File: src/rtl/ocr_template_matcher.sv
// Template-matching sequencer for the OCR digit memory: sweeps every template/pixel,
// accumulates per-template SAD and reports the lowest-scoring digit with a done pulse.
module ocr_template_matcher #(
    parameter int NUM_TEMPLATES = 10,
    parameter int PIXELS        = 256,
    parameter int PIX_W         = 8,
    parameter int ADDR_W        = 4,
    parameter int CNT_W         = 8,
    parameter int SCORE_W       = 16
) (
    input  logic               clk,
    input  logic               rst,
    input  logic               ip_start,
    input  logic [PIX_W-1:0]   ip_pixA,
    input  logic [PIX_W-1:0]   ip_pixT,
    output logic [ADDR_W-1:0]  op_address,
    output logic [CNT_W-1:0]   op_count,
    output logic               op_busy,
    output logic               op_done,
    output logic [ADDR_W-1:0]  op_digit,
    output logic [SCORE_W-1:0] op_score
);

    // state | meaning
    // IDLE  | waiting for ip_start, address/count parked at 0
    // SCAN  | streaming pixels of template tpl, one per cycle
    // TAIL  | folding the last pixel's difference into acc
    // CMP   | comparing acc against best, advancing to next template
    // DONE  | one-cycle result-valid pulse
    typedef enum logic [2:0] {IDLE, SCAN, TAIL, CMP, DONE} state_t;

    localparam logic [CNT_W-1:0]  LAST_CNT = CNT_W'(PIXELS - 1);
    localparam logic [ADDR_W-1:0] LAST_TPL = ADDR_W'(NUM_TEMPLATES - 1);

    state_t               state;
    state_t               state_next;
    logic [ADDR_W-1:0]    tpl;
    logic [CNT_W-1:0]     cnt;
    logic [PIX_W-1:0]     diff;
    logic [PIX_W-1:0]     abs_diff;
    logic [SCORE_W-1:0]   acc;
    logic [SCORE_W-1:0]   best;
    logic [ADDR_W-1:0]    best_idx;
    logic                 better;

    assign abs_diff   = (ip_pixA > ip_pixT) ? (ip_pixA - ip_pixT) : (ip_pixT - ip_pixA);
    assign better     = (acc < best);
    assign op_address = tpl;
    assign op_count   = cnt;

    always_ff @(posedge clk or posedge rst) begin
        if (rst) state <= IDLE;
        else     state <= state_next;
    end

    always_comb begin
        state_next = state;
        op_busy    = 1'b1;
        op_done    = 1'b0;
        case (state)
            IDLE: begin
                op_busy = 1'b0;
                if (ip_start) state_next = SCAN;
            end
            SCAN: if (cnt == LAST_CNT) state_next = TAIL;
            TAIL: state_next = CMP;
            CMP:  state_next = (tpl == LAST_TPL) ? DONE : SCAN;
            DONE: begin
                op_done    = 1'b1;
                state_next = IDLE;
            end
            default: state_next = IDLE;
        endcase
    end

    // Result registers load on the CMP->DONE edge so they are valid during the done pulse.
    always_ff @(posedge clk or posedge rst) begin
        if (rst) begin
            tpl      <= '0;
            cnt      <= '0;
            diff     <= '0;
            acc      <= '0;
            best     <= '1;
            best_idx <= '0;
            op_digit <= '0;
            op_score <= '0;
        end else begin
            case (state)
                IDLE: begin
                    if (ip_start) begin
                        tpl      <= '0;
                        cnt      <= '0;
                        diff     <= '0;
                        acc      <= '0;
                        best     <= '1;
                        best_idx <= '0;
                    end
                end
                SCAN: begin
                    diff <= abs_diff;
                    acc  <= acc + SCORE_W'(diff);
                    cnt  <= (cnt == LAST_CNT) ? '0 : cnt + 1'b1;
                end
                TAIL: acc <= acc + SCORE_W'(diff);
                CMP: begin
                    if (better) begin
                        best     <= acc;
                        best_idx <= tpl;
                    end
                    acc  <= '0;
                    diff <= '0;
                    if (tpl == LAST_TPL) begin
                        op_digit <= better ? tpl : best_idx;
                        op_score <= better ? acc : best;
                        tpl      <= '0;
                    end else begin
                        tpl <= tpl + 1'b1;
                    end
                end
                default: ;
            endcase
        end
    end

endmodule

File: config.mk
export PLATFORM = sky130hd
export DESIGN_NAME = ocr_template_matcher
export DESIGN_NICKNAME = d
export VERILOG_FILES = /design/src/rtl/ocr_template_matcher.sv
export SDC_FILE = /design/constraint.sdc
export NUM_CORES = 1
export LEC_CHECK = 0
export ABC_CLOCK_PERIOD_IN_PS = 2500
export BUFFER_PORTS_ARGS = -buffer_cell sky130_fd_sc_hd__buf_2
export CELL_PAD_IN_SITES_DETAIL_PLACEMENT = 1
export CELL_PAD_IN_SITES_GLOBAL_PLACEMENT = 2
export CORE_ASPECT_RATIO = 0.6
export CORE_MARGIN = 1
export CORE_UTILIZATION = 33
export DETAILED_ROUTE_END_ITERATION = 8
export GPL_ROUTABILITY_DRIVEN = 0
export HOLD_SLACK_MARGIN = 0.06
export PLACE_DENSITY_LB_ADDON = 0.15
export SLEW_MARGIN = 30
export SYNTH_ARGS = -nofsm -noshare
export SYNTH_HDL_FRONTEND = slang
export SYNTH_SLANG_ARGS = --single-unit
export TNS_END_PERCENT = 100
File: constraint.sdc
create_clock -name clk -period 2.5 [get_ports clk]
set_input_delay 0.25 -clock clk [delete_from_list [all_inputs] [get_ports clk]]
set_output_delay 0.25 -clock clk [all_outputs]
set_load 0.03 [all_outputs]
======== Word-level counts from Yosys, hierarchy flattened ========
Index checks and enable logic that the tools add are counted.
storage, ports and cells
  word-level logic and storage cells ...... 57
  flip-flop bits (word level) ............. 79
  bits of input ports ..................... 19
  output and inout bits ................... 34
operators by class
  reduce and logical (&&, ||, !) cells .... 12
  muxes and demuxes ....................... 21
  add/subtract/negate cells ............... 5
  order comparisons ....................... 2
  eq/ne operators ......................... 8
operators by type and width
  cell                   number
  $mux W16               3
  $pmux W16 S3           1
  $pmux W16 S2           1
  $mux W8                3
  $pmux W8 S3            1
  $add A16 B8 Y16        1
  $lt A16 B16 Y1         1
  $pmux W4 S2            2
  $pmux W8 S2            1
  $sub A8 B8 Y8          2
  $mux W4                3
  $pmux W3 S4            1
  $reduce_and A2 Y1      6
  $mux W3                3
  $add A8 B1 Y8 const B  1
  $eq A8 B8 Y1 const B   1
  $gt A8 B8 Y1           1
  $eq A3 B2 Y1 const B   2
  $reduce_bool A3 Y1     2
  $add A4 B1 Y4 const B  1
  $eq A4 B4 Y1 const B   1
  $ne A2 B2 Y1 const B   2
  $reduce_bool A2 Y1     2
  $eq A3 B1 Y1 const B   1
  other kinds (4)        5

======== Logic depth before layout (Yosys ltp) ========
Gate-level depths: netlist of run 1.
  depth in word-level cells ............... 4
  mapped depth ............................ 11
  gate-level depth less buffers ........... 10

======== Worst setup path after synthesis of run 1 ========
Ideal clock, no wire load.
  path type ............................... input-to-reg
  from .................................... input ip_pixA[0]
  to ...................................... register diff[5]
  stages .................................. 11
  path buffers ............................ 1
  setup time .............................. 0.122 ns
  data required time ...................... 2.378 ns
  path slack .............................. -0.072 ns
  arrival ................................. 2.450 ns
  cells stage by stage .................... inv_1 ha_1 inv_1 fa_1 nand3_1 a21oi_2 o32ai_2 buf_6 mux2_1 or4_1 a32o_1
on the way
  cells in the longest elaborated chain, start to end .. 3
  elaborated cells on any way between the ends .. 5
  classes of those cells .................. add/sub (2); order compare (1); mux (2)
ends and longest elaborated chain
  item                                                  line  text
  start, declared                                       14    input logic [PIX_W-1:0] ip_pixA,
  $sub A8 B8 Y8 / $gt A8 B8 Y1 (equally long branches)  46    assign abs_diff = (ip_pixA > ip_pixT) ? (ip_pixA - ip_pixT) : (ip_pixT - ip_pixA);
  $mux W8 *                                             46
  $pmux W8 S3 *                                         88    case (state)
  end signal, assigned                                  100   diff <= abs_diff;
  end, declared                                         39    logic [PIX_W-1:0] diff;
Every way passes the cells marked *; elsewhere a longest branch is shown, timed or not.
A chain may end at the register's enable or synchronous reset.

======== Final worst setup path of run 1 ========
  from .................................... input ip_pixA[0]
  to ...................................... register diff[7]
The elaborated chain is that of the path after synthesis.

==> results.md, run 1 <==
- Top Ports: 53
- Worst VDD drop: 0.8162 mV
- Die Ht: 98.46 µm
- Hold slack: between 0.2 and 0.3 ns
- Worst hold path class: input pin to register
- Vias in the first global route: a little under 5000
- Final net count: around 740
- Post-DP HPWL: 11740 µm
- Final slew viol count: 0
- Antenna Nets Post-Route: 0
- CP Max Fanout: 5
- CTS tree: yes
- Most used DFF post-synth: dfrtp_1
- P per Cell Area: 1107 nW/µm²
- CP startpoint kind: input pin
- Area Growth Syn to Fin: 27.80%
- Port Buffers: 52
- Hold wc startpoint: ip_pixT[0]
- CTS max path bufs: 2
- Pwr Total: 0.007241 W
- FF-to-FF path depth: 9
- Fin util: 44.18%
- Grt total ovfl: 0
- Register-to-Register Setup Slack: 0.08 ns
- Reg clk slew, reported paths: around 0.060 ns
- Placed insts: 849
- Core footprint: ~15000 µm²
- Final period util: 96.82%
- DP Area: just under 6000 µm²
- Via density: between 5 and 6
- Yosys top cell area share: 30.81%
- Fillers: 1748
- Syn nets: between 600 and 700
- # clock sinks: 79
- Final wirelength: 16420 µm
- Footprint of the multi-input gates: 2979 µm²
- Fin. Hold Viols: 0
- Initial antenna violation count: 0
- Synth Cell Area: approximately 5100 µm²
- Synth warn: 0
- Worst Max-Slew Pin Slew: between 0.7 and 0.8 ns
- CP Capture Type: register
- Leak: 2.939 nW
- Largest net degree at the start of global routing: 46
- Routed via count: 4714
- Post-synth EDFFs: 0
- Worst r2r dst: op_score[1]$_DFFE_PP0P_
- Worst-skew pair later-pin latency: 0.34 ns
- Commonest non-fill, non-tap cell in the layout: nand2_1
- Hold path depth: 3
- First-pass GRT wire length: between 20000 and 30000 µm
- Synth area leader: dfrtp_1
- Die area: 16030 µm²
- Maxcap violations: 0
- Fin cells: 875
- Die X: 162.8 µm
- Number of antenna repair diodes: 0
- Status: completed
- Reg2reg start: best[13]$_DFFE_PP1P_
- Row cnt: 34
- CTS root buf: clkbuf_16
- Post-synthesis sequential area ratio: 39.02%
- Most frequent cells in the layout: nand2_1 (73), dfrtp_1 (63), buf_4 (56)
- Fmax: 413.1 MHz
- Starting Density: 34.57%
- Total GRT Usage: 20.84%
- First drt pass iteration count: 4
- Worst EP arrival: around 2.7 ns
- Post-route cell area: 6540 µm²
- Share of post-route cells with drive strength above 1: 26.74%
- Slew margin rel.: 49.46%
- Largest cells by area after synthesis: dfrtp_1 (31%), ha_1 (10%), dfstp_2 (8.2%)
- Iter 0 DRT Violations: 204
- Async SR Flop Fraction: 100.0%
- Clock buffer count from CTS: 9
- DR WL/cell: roughly 19 µm
- Worst EP required: 2.73 ns
- # DRC: 0
- Minimum clock period: 2.421 ns
- CP Class: input pin to register
- H-tree depth: 3
- Final setup fails: 0
- Yosys cell types: 61
- Register area: approximately 2000 µm²
- Worst Skew: about 0.016 ns
- FF+latch count, synth: 79
- Synthesized instance count: 576
- Mapped Avg Cell Area: 8.884 µm²
- Worst Hold End: diff[0]$_DFFE_PP0P_
-- timing repair --
item                                   CTS  global route
pin swaps                                1             8
endpoints found under the hold margin   27             0
setup endpoints to repair               17            42
cloned                                   0             2
buffers inserted                         0             7
resized for setup                        2            23
hold buffers                             1             0
-- critical path: stages --
cell and delay (ns):
buf_2 0.11, inv_1 0.05, ha_1 0.16, inv_1 0.06, fa_2 0.38, nand3_2 0.10
a21oi_2 0.08, o32ai_4 0.44, mux2_1 0.37, or4_1 0.39, a32o_1 0.25
-- area by class of cell --
class                      count  share of cell area (%)
clock inverter                 5                  0.8800
clock buffer                  11                   3.558
multi-input combinational    421                   45.55
sequential                    79                   30.53
inverter                      43                   2.487
tap                          198                   3.788
timing repair buffer         118                   13.20
-- state kept, by name, indices dropped and copies added, names as in the netlist --
signal,flops
best_idx,4
diff,8
op_address,4
op_count,8
best,16
op_digit,4
state,3
op_score,16
acc,16
-- metrics by stage --
step	TNS, ns	setup slack (ns)
after floorplan	0	0.005531
after global placement	-0.7383	-0.3498
after detailed placement	-1.264	-0.4511
after CTS	0	0.01003
after global routing	-0.01069	-0.01069
final	0	0.07943
-- how the worst max path moves through the flow --
stage | from | end | slack [ns] | cells past startpoint
after floorplan | ip_pixA[5] | diff[5]$_DFFE_PP0P_ | 0.006 | 10
after global placement | ip_pixA[0] | diff[5]$_DFFE_PP0P_ | -0.35 | 12
after detailed placement | ip_pixA[0] | diff[5]$_DFFE_PP0P_ | -0.45 | 12
after CTS | best[13]$_DFFE_PP1P_ | op_score[2]$_DFFE_PP0P_ | 0.01 | 9
after global routing | acc[1]$_DFFE_PP0P_ | acc[15]$_DFFE_PP0P_ | -0.01 | 9
final | ip_pixA[0] | diff[7]$_DFFE_PP0P_ | 0.08 | 11
-- power by group --
part / internal [W] / leakage, nW / total [W] / switching, W
logic: 0.00177 / 1.84 / 0.00412 / 0.00235
clock network: 0.000777 / 0.144 / 0.00133 / 0.000553
registers: 0.00158 / 0.960 / 0.00180 / 0.000218
-- synthesized netlist by cell type (all sizes together), types with 3 or more instances --
cell type / number
buf: 9
nand4: 23
or2: 3
nor2: 50
nand3: 6
clkbuf: 24
a211oi: 20
xnor2: 12
and2: 3
a21oi: 24
and3: 5
nor2b: 5
inv: 43
mux2i: 5
o311ai: 4
nor3b: 3
xor2: 5
nor4: 16
or4: 3
a21o: 9
nor3: 6
a31oi: 4
o211ai: 23
ha: 41
a22o: 8
fa: 3
or3: 5
dfrtp: 63
o21ai: 36
nand2: 73
dfstp: 16
-- layer usage --
metal | global-route usage [%] | up-vias | wire (µm)
li1 | - | 2264 | -
met1 | 30.78 | 2356 | 8532
met2 | 31.65 | 78 | 7144
met5 | 0 | - | 0
met4 | 3.954 | 0 | 163
met3 | 3.956 | 16 | 575
-- logic make-up (layout without fill, tap and decap cells) --
kind of cell	after synthesis	count (layout)	synth area share [%]
flip-flops	79	79	39.02
multiplexers	7	7	1.418
AND/OR/NAND/NOR	209	209	20.07
buffers and inverters	76	177	6.137
adder cells (fa/ha/maj)	44	44	11.20
AO/OA/AOI/OAI	144	144	19.24
XOR/XNOR	17	17	2.909
No activity file was read; power rests on OpenSTA's default activity.
==> run 2, diff against run 1 <==
--- a/config.mk
+++ b/config.mk
@@ -5,13 +5,14 @@
 export SDC_FILE = /design/constraint.sdc
 export NUM_CORES = 1
 export LEC_CHECK = 0
+export ABC_AREA = 1
 export ABC_CLOCK_PERIOD_IN_PS = 2500
 export BUFFER_PORTS_ARGS = -buffer_cell sky130_fd_sc_hd__buf_2
 export CELL_PAD_IN_SITES_DETAIL_PLACEMENT = 1
 export CELL_PAD_IN_SITES_GLOBAL_PLACEMENT = 2
 export CORE_ASPECT_RATIO = 0.6
-export CORE_MARGIN = 1
-export CORE_UTILIZATION = 33
+export CORE_MARGIN = 3
+export CORE_UTILIZATION = 31
 export DETAILED_ROUTE_END_ITERATION = 8
 export GPL_ROUTABILITY_DRIVEN = 0
 export HOLD_SLACK_MARGIN = 0.06
==> constraint.sdc (replaced) <==
create_clock -name clk -period 2.5 [get_ports clk]
set_input_delay 0.125 -clock clk [delete_from_list [all_inputs] [get_ports clk]]
set_output_delay 0.125 -clock clk [all_outputs]
set_load 0.03 [all_outputs]
==> run 2 against run 1 <==
  * Die area grew 16%
  * Non-clock buffer count fell by 49
  * Core utilization fell by 6.4 points
  * First-iteration DRC count down 36%
==> results.md, run 2 <==
- CTS tree: yes (unchanged)
- Initial antenna violation count: 0 (unchanged)
- Worst r2r dst: best_idx[1]$_DFFE_PP0P_ (was op_score[1]$_DFFE_PP0P_)
- Grt total ovfl: 0 (unchanged)
- Die X: 173.7 µm (was 162.8 µm)
- Worst path max stage delay: 0.53 ns (was 0.44 ns)
- Worst path slowest cell: dfstp_2 (was o32ai_4)
- TNS Setup: 0 ns (unchanged)
- Worst EP required: 2.71 ns (was 2.73 ns)
- CP Class: register to register (was input pin to register)
- CP Capture Type: register (unchanged)
- Worst hold path class: input pin to register (unchanged)
- Hold wc startpoint: ip_start (was ip_pixT[0])
- First-pass GRT wire length: 25980 µm (was 26320 µm)
- Die area: 18530 µm² (was 16030 µm²)
- Post-synthesis sequential area ratio: 38.16% (was 39.02%)
- P per Cell Area: 899.1 nW/µm² (was 1107 nW/µm²)
- Async SR Flop Fraction: 100.0% (unchanged)
- Routed via count: 4683 (was 4714)
- Hold path depth: 3 (unchanged)
- Syn nets: 760 (was 639)
- Port Buffers: 52 (unchanged)
- Mapped Avg Cell Area: 7.507 µm² (was 8.884 µm²)
- CP most frequent cell: nand2_1 (was inv_1)
- Via density: 4.730 (was 5.387)
- Total GRT Usage: 17.29% (was 20.84%)
- DP Area: 5802 µm² (was 5964 µm²)
- Net switching power: 0.002122 W (was 0.003117 W)
- Post-DP HPWL: 12070 µm (was 11740 µm)
- Core footprint: 16400 µm² (was 14800 µm²)
- Most used DFF post-synth: dfrtp_1 (unchanged)
- Maxcap violations: 0 (unchanged)
- Critical path buffer and inverter count: 2 (was 3)
- CTS root buf: clkbuf_16 (unchanged)
- Worst Max-Slew Pin Slew: 0.5838 ns (was 0.7566 ns)
- RSZ-0062 raised after global routing: no
- Combinational Power Share: 39.7% (was 56.8%)
- Synthesized instance count: 697 (was 576)
- Row cnt: 36 (was 34)
- Synth Cell Area: 5233 µm² (was 5117 µm²)
- Final setup fails: 0 (unchanged)
- Register-to-Register Setup Slack: 0.29 ns (was 0.08 ns)
- Commonest cells post-synth: nand2_1 (196), inv_1 (105), nand3_1 (65), dfrtp_1 (63), ha_1 (41) (was nand2_1 (73), dfrtp_1 (63), nor2_1 (49), inv_1 (42), ha_1 (41))
- Internal Pwr Total: 0.003451 W (was 0.004123 W)
- # clock sinks: 79 (unchanged)
- Worst Hold End: state[1]$_DFFE_PP0P_ (was diff[0]$_DFFE_PP0P_)
- CTS max path bufs: 2 (unchanged)
- Most common cell in the synthesized netlist: nand2_1 (unchanged)
- Worst EP arrival: 2.42 ns (was 2.65 ns)
- Slew margin rel.: 60.97% (was 49.46%)
- Final net count: 820 (was 735)
- Reg2reg start: best[15]$_DFFE_PP1P_ (was best[13]$_DFFE_PP1P_)
- Worst Skew: 0.008513 ns (was 0.01599 ns)
- Synth warn: 0 (unchanged)
- Share of post-route cells with drive strength above 1: 17.45% (was 26.74%)
- Leak: 3.405 nW (was 2.939 nW)
- Worst-skew pair later-pin latency: 0.33 ns (was 0.34 ns)
- Post-synth EDFFs: 0 (unchanged)
- Seq pwr share: 29.3% (was 24.8%)
- DR WL/cell: 15.58 µm (was 18.76 µm)
- Die Ht: 106.6 µm (was 98.46 µm)
- FF-to-FF path depth: 10 (was 9)
- Yosys top cell area share: 30.13% (was 30.81%)
- Worst VDD drop: 0.4207 mV (was 0.8162 mV)
- First drt pass iteration count: 4 (unchanged)
- Status: completed (unchanged)
- Biggest regs: acc: 16 flops, best: 16 flops, op_score: 16 flops (unchanged)
- Sw frac: 38.07% (was 43.05%)
- Final period util: 88.32% (was 96.82%)
- CP startpoint kind: register (was input pin)
- Area Growth Syn to Fin: 18.46% (was 27.80%)
- H-tree depth: 3 (unchanged)
- Fin. Hold Viols: 0 (unchanged)
- FF+latch count, synth: 79 (unchanged)
- Cell depth of the worst setup path: 10 (was 11)
- Largest cells by area after synthesis: dfrtp_1 (30%), nand2_1 (14%), ha_1 (9.8%) (was dfrtp_1 (31%), ha_1 (10%), dfstp_2 (8.2%))
- Minimum clock period: 2.208 ns (was 2.421 ns)
- Largest net degree at the start of global routing: 57 (was 46)
- Fmax: 452.9 MHz (was 413.1 MHz)
- Cell Chain, Critical Path: inv_1, ha_1, nand2_1, nor4_1, nand2_1, nand2_2, buf_4, nand2_1, nand3_1, o21ai_0 (was buf_2, inv_1, ha_1, inv_1, fa_2, nand3_2, a21oi_2, o32ai_4, mux2_1, or4_1, a32o_1)
- Commonest non-fill, non-tap cell in the layout: nand2_1 (unchanged)
- Reg clk slew, reported paths: 0.06 ns (about the same)
- CP Max Fanout: 10 (was 5)
- Clock buffer count from CTS: 9 (unchanged)
- # DRC: 0 (unchanged)
- Top Ports: 53 (unchanged)
- Clock power share: 31.0% (was 18.4%)
- Starting Density: 31.91% (was 34.57%)
- Most frequent cells in the layout: nand2_1 (196), inv_1 (104), nand3_1 (65) (was nand2_1 (73), dfrtp_1 (63), buf_4 (56))
- Setup Buffers After CTS: 0 (unchanged)
- Antenna Nets Post-Route: 0 (unchanged)
- Final slew viol count: 0 (unchanged)
- Synth area leader: dfrtp_1 (unchanged)
- Post-route cell area: 6198 µm² (was 6540 µm²)
- Final wirelength: 15420 µm (was 16420 µm)
- Yosys cell types: 41 (was 61)
- Largest delay share family, worst path: simple AND/OR/NAND/NOR gates (was compound AO/OA/AOI/OAI gates)
- Number of antenna repair diodes: 0 (unchanged)
- Vias in the first global route: 5078 (was 4955)
- Iter 0 DRT Violations: 131 (was 204)
-- run 2: changes by cell type after synthesis, sizes merged, moves of 19 or more --
| cell | before | now |
|---|---|---|
| o211ai | 23 | 0 |
| clkbuf | 24 | 5 |
| nand2 | 73 | 201 |
| nand3 | 6 | 66 |
| a211oi | 20 | 0 |
| nand4 | 23 | 2 |
| inv | 43 | 116 |
| nor2 | 50 | 31 |
-- run 2: routing by layer --
metal / GRT usage [%] / vias up / wire [µm] / share of wire (%)
met2: 26.18 / 45 / 6359 / 41
met1: 26.18 / 2292 / 8596 / 56
met4: 2.523 / 0 / 80 / 0.52
met5: 0 / - / 0 / 0
met3: 3.114 / 8 / 386 / 2.5
li1: - / 2338 / - / -
-- run 2: how the worst max path moves through the flow --
stage                                    start                  endpoint  slack [ns]
final                     best[15]$_DFFE_PP1P_   best_idx[1]$_DFFE_PP0P_        0.29
after global routing        acc[0]$_DFFE_PP0P_       acc[14]$_DFFE_PP0P_        0.11
after CTS                 best[15]$_DFFE_PP1P_   best_idx[1]$_DFFE_PP0P_        0.26
after detailed placement  best[15]$_DFFE_PP1P_   op_score[0]$_DFFE_PP0P_        0.30
after global placement    best[15]$_DFFE_PP1P_  op_score[15]$_DFFE_PP0P_        0.33
after floorplan                            rst        acc[0]$_DFFE_PP0P_        0.38
-- run 2: area by class of cell --
cell class	instances	area, µm²
sequential	79	1997
inverter	116	439.2
tap	228	285.3
clock buffer	10	229.0
timing repair buffer	69	402.9
fill	2084	10200
multi-input combinational	482	2688
clock inverter	6	157.7
-- run 2: kinds of logic after synthesis --
logic type	synth area share, %
adder cells (fa/ha/maj)	10.95
buffers and inverters	10.47
AO/OA/AOI/OAI	11.41
flip-flops	38.16
AND/OR/NAND/NOR	25.83
XOR/XNOR	3.180
-- run 2: power by group through the flow --
stage / combinational [W] / sequential, W / clock [W]
final: 0.00221 / 0.00164 / 0.00173
after global routing: 0.00257 / 0.00167 / 0.00182
after CTS: 0.00222 / 0.00164 / 0.00177
after detailed placement: 0.00220 / 0.00166 / 0
after global placement: 0.00214 / 0.00166 / 0
after floorplan: 0.00163 / 0.00159 / 0
-- run 2: worst register-to-register path, cell delays in order, from the launching register on --
cell,delay [ns]
dfstp_2,0.53
inv_1,0.08
ha_1,0.31
nand2_1,0.10
nor4_1,0.38
nand2_1,0.17
nand2_2,0.09
buf_4,0.17
nand2_1,0.10
nand3_1,0.07
o21ai_0,0.09
-- run 2: per-stage QoR --
stage	hold slack, ns	power, W	std cells	util (%)	setup WS, ns
after CTS	0.1998	0.005632	990	37.81	0.2611
after global placement	0.1477	0.003804	973	35.39	0.3288
after global routing	0.2336	0.006060	990	37.81	0.1107
after detailed placement	0.1616	0.003869	973	35.39	0.2982
after floorplan	0.3339	0.003228	697	-	0.3781
final	0.1992	0.005573	990	37.81	0.2921
-- run 2: timing repair --
item | 4_1_cts | 5_1_grt
gates resized for setup | 0 | 0
endpoints found under the hold margin | 23 | 0
hold buffers | 1 | 0
==> run 3, diff against run 2 <==
--- a/config.mk
+++ b/config.mk
@@ -5,17 +5,17 @@
 export SDC_FILE = /design/constraint.sdc
 export NUM_CORES = 1
 export LEC_CHECK = 0
-export ABC_AREA = 1
 export ABC_CLOCK_PERIOD_IN_PS = 2500
 export BUFFER_PORTS_ARGS = -buffer_cell sky130_fd_sc_hd__buf_2
 export CELL_PAD_IN_SITES_DETAIL_PLACEMENT = 1
 export CELL_PAD_IN_SITES_GLOBAL_PLACEMENT = 2
 export CORE_ASPECT_RATIO = 0.6
 export CORE_MARGIN = 3
-export CORE_UTILIZATION = 31
+export CORE_UTILIZATION = 33
 export DETAILED_ROUTE_END_ITERATION = 8
 export GPL_ROUTABILITY_DRIVEN = 0
 export HOLD_SLACK_MARGIN = 0.06
+export MAX_ROUTING_LAYER = met4
 export PLACE_DENSITY_LB_ADDON = 0.15
 export SLEW_MARGIN = 30
 export SYNTH_ARGS = -nofsm -noshare
==> run 3 against run 2 <==
  * Power rose by 32%
  * Highest routed layer unchanged
  * Largest power group unchanged
  * Fmax fell by 9.1%
  * Non-clock buffer count rose by 39
==> results.md, run 3 (synthesis gave the netlist of run 1 again) <==
- Status: completed (unchanged)
- Die area: 17090 µm² (was 18530 µm²)
- First drt pass iteration count: 4 (unchanged)
- CTS max path bufs: 2 (unchanged)
- Post-DP HPWL: 11740 µm (was 12070 µm)
- Final slew viol count: 0 (unchanged)
- Worst EP required: 2.72 ns (was 2.71 ns)
- Final net count: 725 (was 820)
- Area Growth Syn to Fin: 26.14% (was 18.46%)
- # DRC: 0 (unchanged)
- Top Ports: 53 (unchanged)
- Grt total ovfl: 0 (unchanged)
- CP Capture Type: register (unchanged)
- Iter 0 DRT Violations: 246 (was 131)
- # clock sinks: 79 (unchanged)
- DP Area: 5903 µm² (was 5802 µm²)
- Reg2reg start: best[14]$_DFFE_PP1P_ (was best[15]$_DFFE_PP1P_)
- RSZ-0062 raised after global routing: yes (was no)
- FF-to-FF path depth: 9 (was 10)
- Register-to-Register Setup Slack: 0.07 ns (was 0.29 ns)
- First-pass GRT wire length: 26550 µm (was 25980 µm)
- Fin. Hold Viols: 0 (unchanged)
- CP startpoint kind: register (unchanged)
- CP Class: register to register (unchanged)
- Reg clk slew, reported paths: 0.06 ns (about the same)
- Die Ht: 102.5 µm (was 106.6 µm)
- Core footprint: 14850 µm² (was 16400 µm²)
- Worst hold path class: input pin to register (unchanged)
- Port Buffers: 52 (unchanged)
- Commonest non-fill, non-tap cell in the layout: nand2_1 (unchanged)
- Maxcap violations: 0 (unchanged)
- Worst r2r dst: op_digit[1]$_DFFE_PP0P_ (was best_idx[1]$_DFFE_PP0P_)
- DR WL/cell: 18.53 µm (was 15.58 µm)
- Minimum clock period: 2.430 ns (was 2.208 ns)
- Worst EP arrival: 2.65 ns (was 2.42 ns)
- Via density: 5.321 (was 4.730)
- Initial antenna violation count: 0 (unchanged)
- CP Max Fanout: 5 (was 10)
- Row cnt: 34 (was 36)
- Fillers: 1729 (was 2084)
- TNS Setup: 0 ns (unchanged)
- Worst Max-Slew Pin Slew: 0.6622 ns (was 0.5838 ns)
- Share of post-route cells with drive strength above 1: 25.19% (was 17.45%)
- Post-route cell area: 6455 µm² (was 6198 µm²)
- Fmax: 411.5 MHz (was 452.9 MHz)
- Fin util: 43.48% (was 37.81%)
- Final wirelength: 16030 µm (was 15420 µm)
- Number of antenna repair diodes: 0 (unchanged)
- Total GRT Usage: 20.12% (was 17.29%)
- CP startpoint: best[14]$_DFFE_PP1P_ (was best[15]$_DFFE_PP1P_)
- H-tree depth: 3 (unchanged)
- Leak: 2.907 nW (was 3.405 nW)
- Clock buffer count from CTS: 9 (unchanged)
- Worst Skew: 0.007445 ns (was 0.008513 ns)
- Largest net degree at the start of global routing: 46 (was 57)
- P per Cell Area: 1141 nW/µm² (was 899.1 nW/µm²)
- Routed via count: 4603 (was 4683)
- Starting Density: 34.47% (was 31.91%)
- Hold slack: 0.1371 ns (was 0.1992 ns)
- Crit path to: op_digit[1]$_DFFE_PP0P_ (was best_idx[1]$_DFFE_PP0P_)
- CTS root buf: clkbuf_16 (unchanged)
- Worst-skew pair later-pin latency: 0.35 ns (was 0.33 ns)
- Final setup fails: 0 (unchanged)
- Most frequent cells in the layout: nand2_1 (73), dfrtp_1 (63), buf_2 (52) (was nand2_1 (196), inv_1 (104), nand3_1 (65))
- Slew margin rel.: 55.76% (was 60.97%)
- Worst VDD drop: 0.5637 mV (was 0.4207 mV)
- Biggest regs: acc: 16 flops, best: 16 flops, op_score: 16 flops (unchanged)
- CTS tree: yes (unchanged)
- Vias in the first global route: 4899 (was 5078)
- Die X: 166.8 µm (was 173.7 µm)
- Antenna Nets Post-Route: 0 (unchanged)
- Final period util: 97.21% (was 88.32%)
==> run 3: changes by cell type in the layout (fill, tap and decap cells not counted), sizes merged, moves of 9 or more <==
cell,previous run,this run
nand2,201,73
inv,115,42
nand3,66,6
buf,68,106
o211ai,0,23
nand4,2,23
a211oi,0,20
nor2,31,50
o22ai,16,1
o21ai,50,36
nor4,3,16
xor2,16,5
xnor2,3,12
==> run 3: worst min-delay path by stage <==
stage | from | endpoint | cells past startpoint
5_1_grt | ip_pixT[0] | diff[0]$_DFFE_PP0P_ | 3
6_report | ip_pixT[0] | diff[0]$_DFFE_PP0P_ | 3
3_3_place_gp | rst | op_count[4]$_DFFE_PP0P_ | 3
3_5_place_dp | rst | op_count[4]$_DFFE_PP0P_ | 3
2_1_floorplan | ip_pixT[0] | diff[0]$_DFFE_PP0P_ | 2
4_1_cts | ip_pixT[0] | diff[0]$_DFFE_PP0P_ | 3
==> run 3: stage by stage <==
step | worst slack, ns | instances | total power, W
final | 0.06978 | 865 | 0.007364
after global routing | -0.02275 | 865 | 0.007908
after CTS | 0.009998 | 861 | 0.007159
after detailed placement | -0.2667 | 843 | 0.005369
after global placement | -0.1823 | 843 | 0.005275
after floorplan | 0.05324 | 576 | 0.003818
==> run 3: routing by layer <==
layer  GRT usage [%]  part of all wire [%]  wire, µm
met4           4.373                   1.2       187
met5               -                     0         0
met1           28.79                    54      8672
met2           29.92                    42      6747
met3           3.634                   2.6       421
==> run 3: report_power, final <==
part | internal, W | total [W] | switching [W] | leakage, nW
clock | 0.00111 | 0.00166 | 0.000557 | 0.180
sequential | 0.00158 | 0.00180 | 0.000224 | 0.960
combinational | 0.00167 | 0.00390 | 0.00223 | 1.77
==> run 3: critical path, cell delays in order (launching register included) <==
cell and delay, ns:
dfstp_2 0.56, inv_1 0.05, ha_1 0.28, nand4_1 0.19, nor3_2 0.08, a221o_1 0.40
a31o_4 0.28, buf_12 0.15, o211ai_1 0.20, o311ai_2 0.12
==> run 3: cell type report <==
type                       count  area [µm²]  area share [%]
multi-input combinational    421        2925           45.32
sequential                    79        1997           30.94
timing repair buffer         108       750.7           11.63
tap                          198       247.7           3.838
clock buffer                  11       242.7           3.760
inverter                      43       162.7           2.520
clock inverter                 5       128.9           1.997
==> run 3: repair_timing <==
| item | 4_1_cts | 5_1_grt |
|---|---|---|
| setup buffers | 1 | 3 |
| hold buffers | 1 | 0 |
| endpoints found under the setup margin | 7 | 42 |
| pin swaps | 0 | 7 |
| gates cloned | 0 | 1 |
| hold endpoints to repair | 63 | 0 |
| gates resized for setup | 2 | 17 |
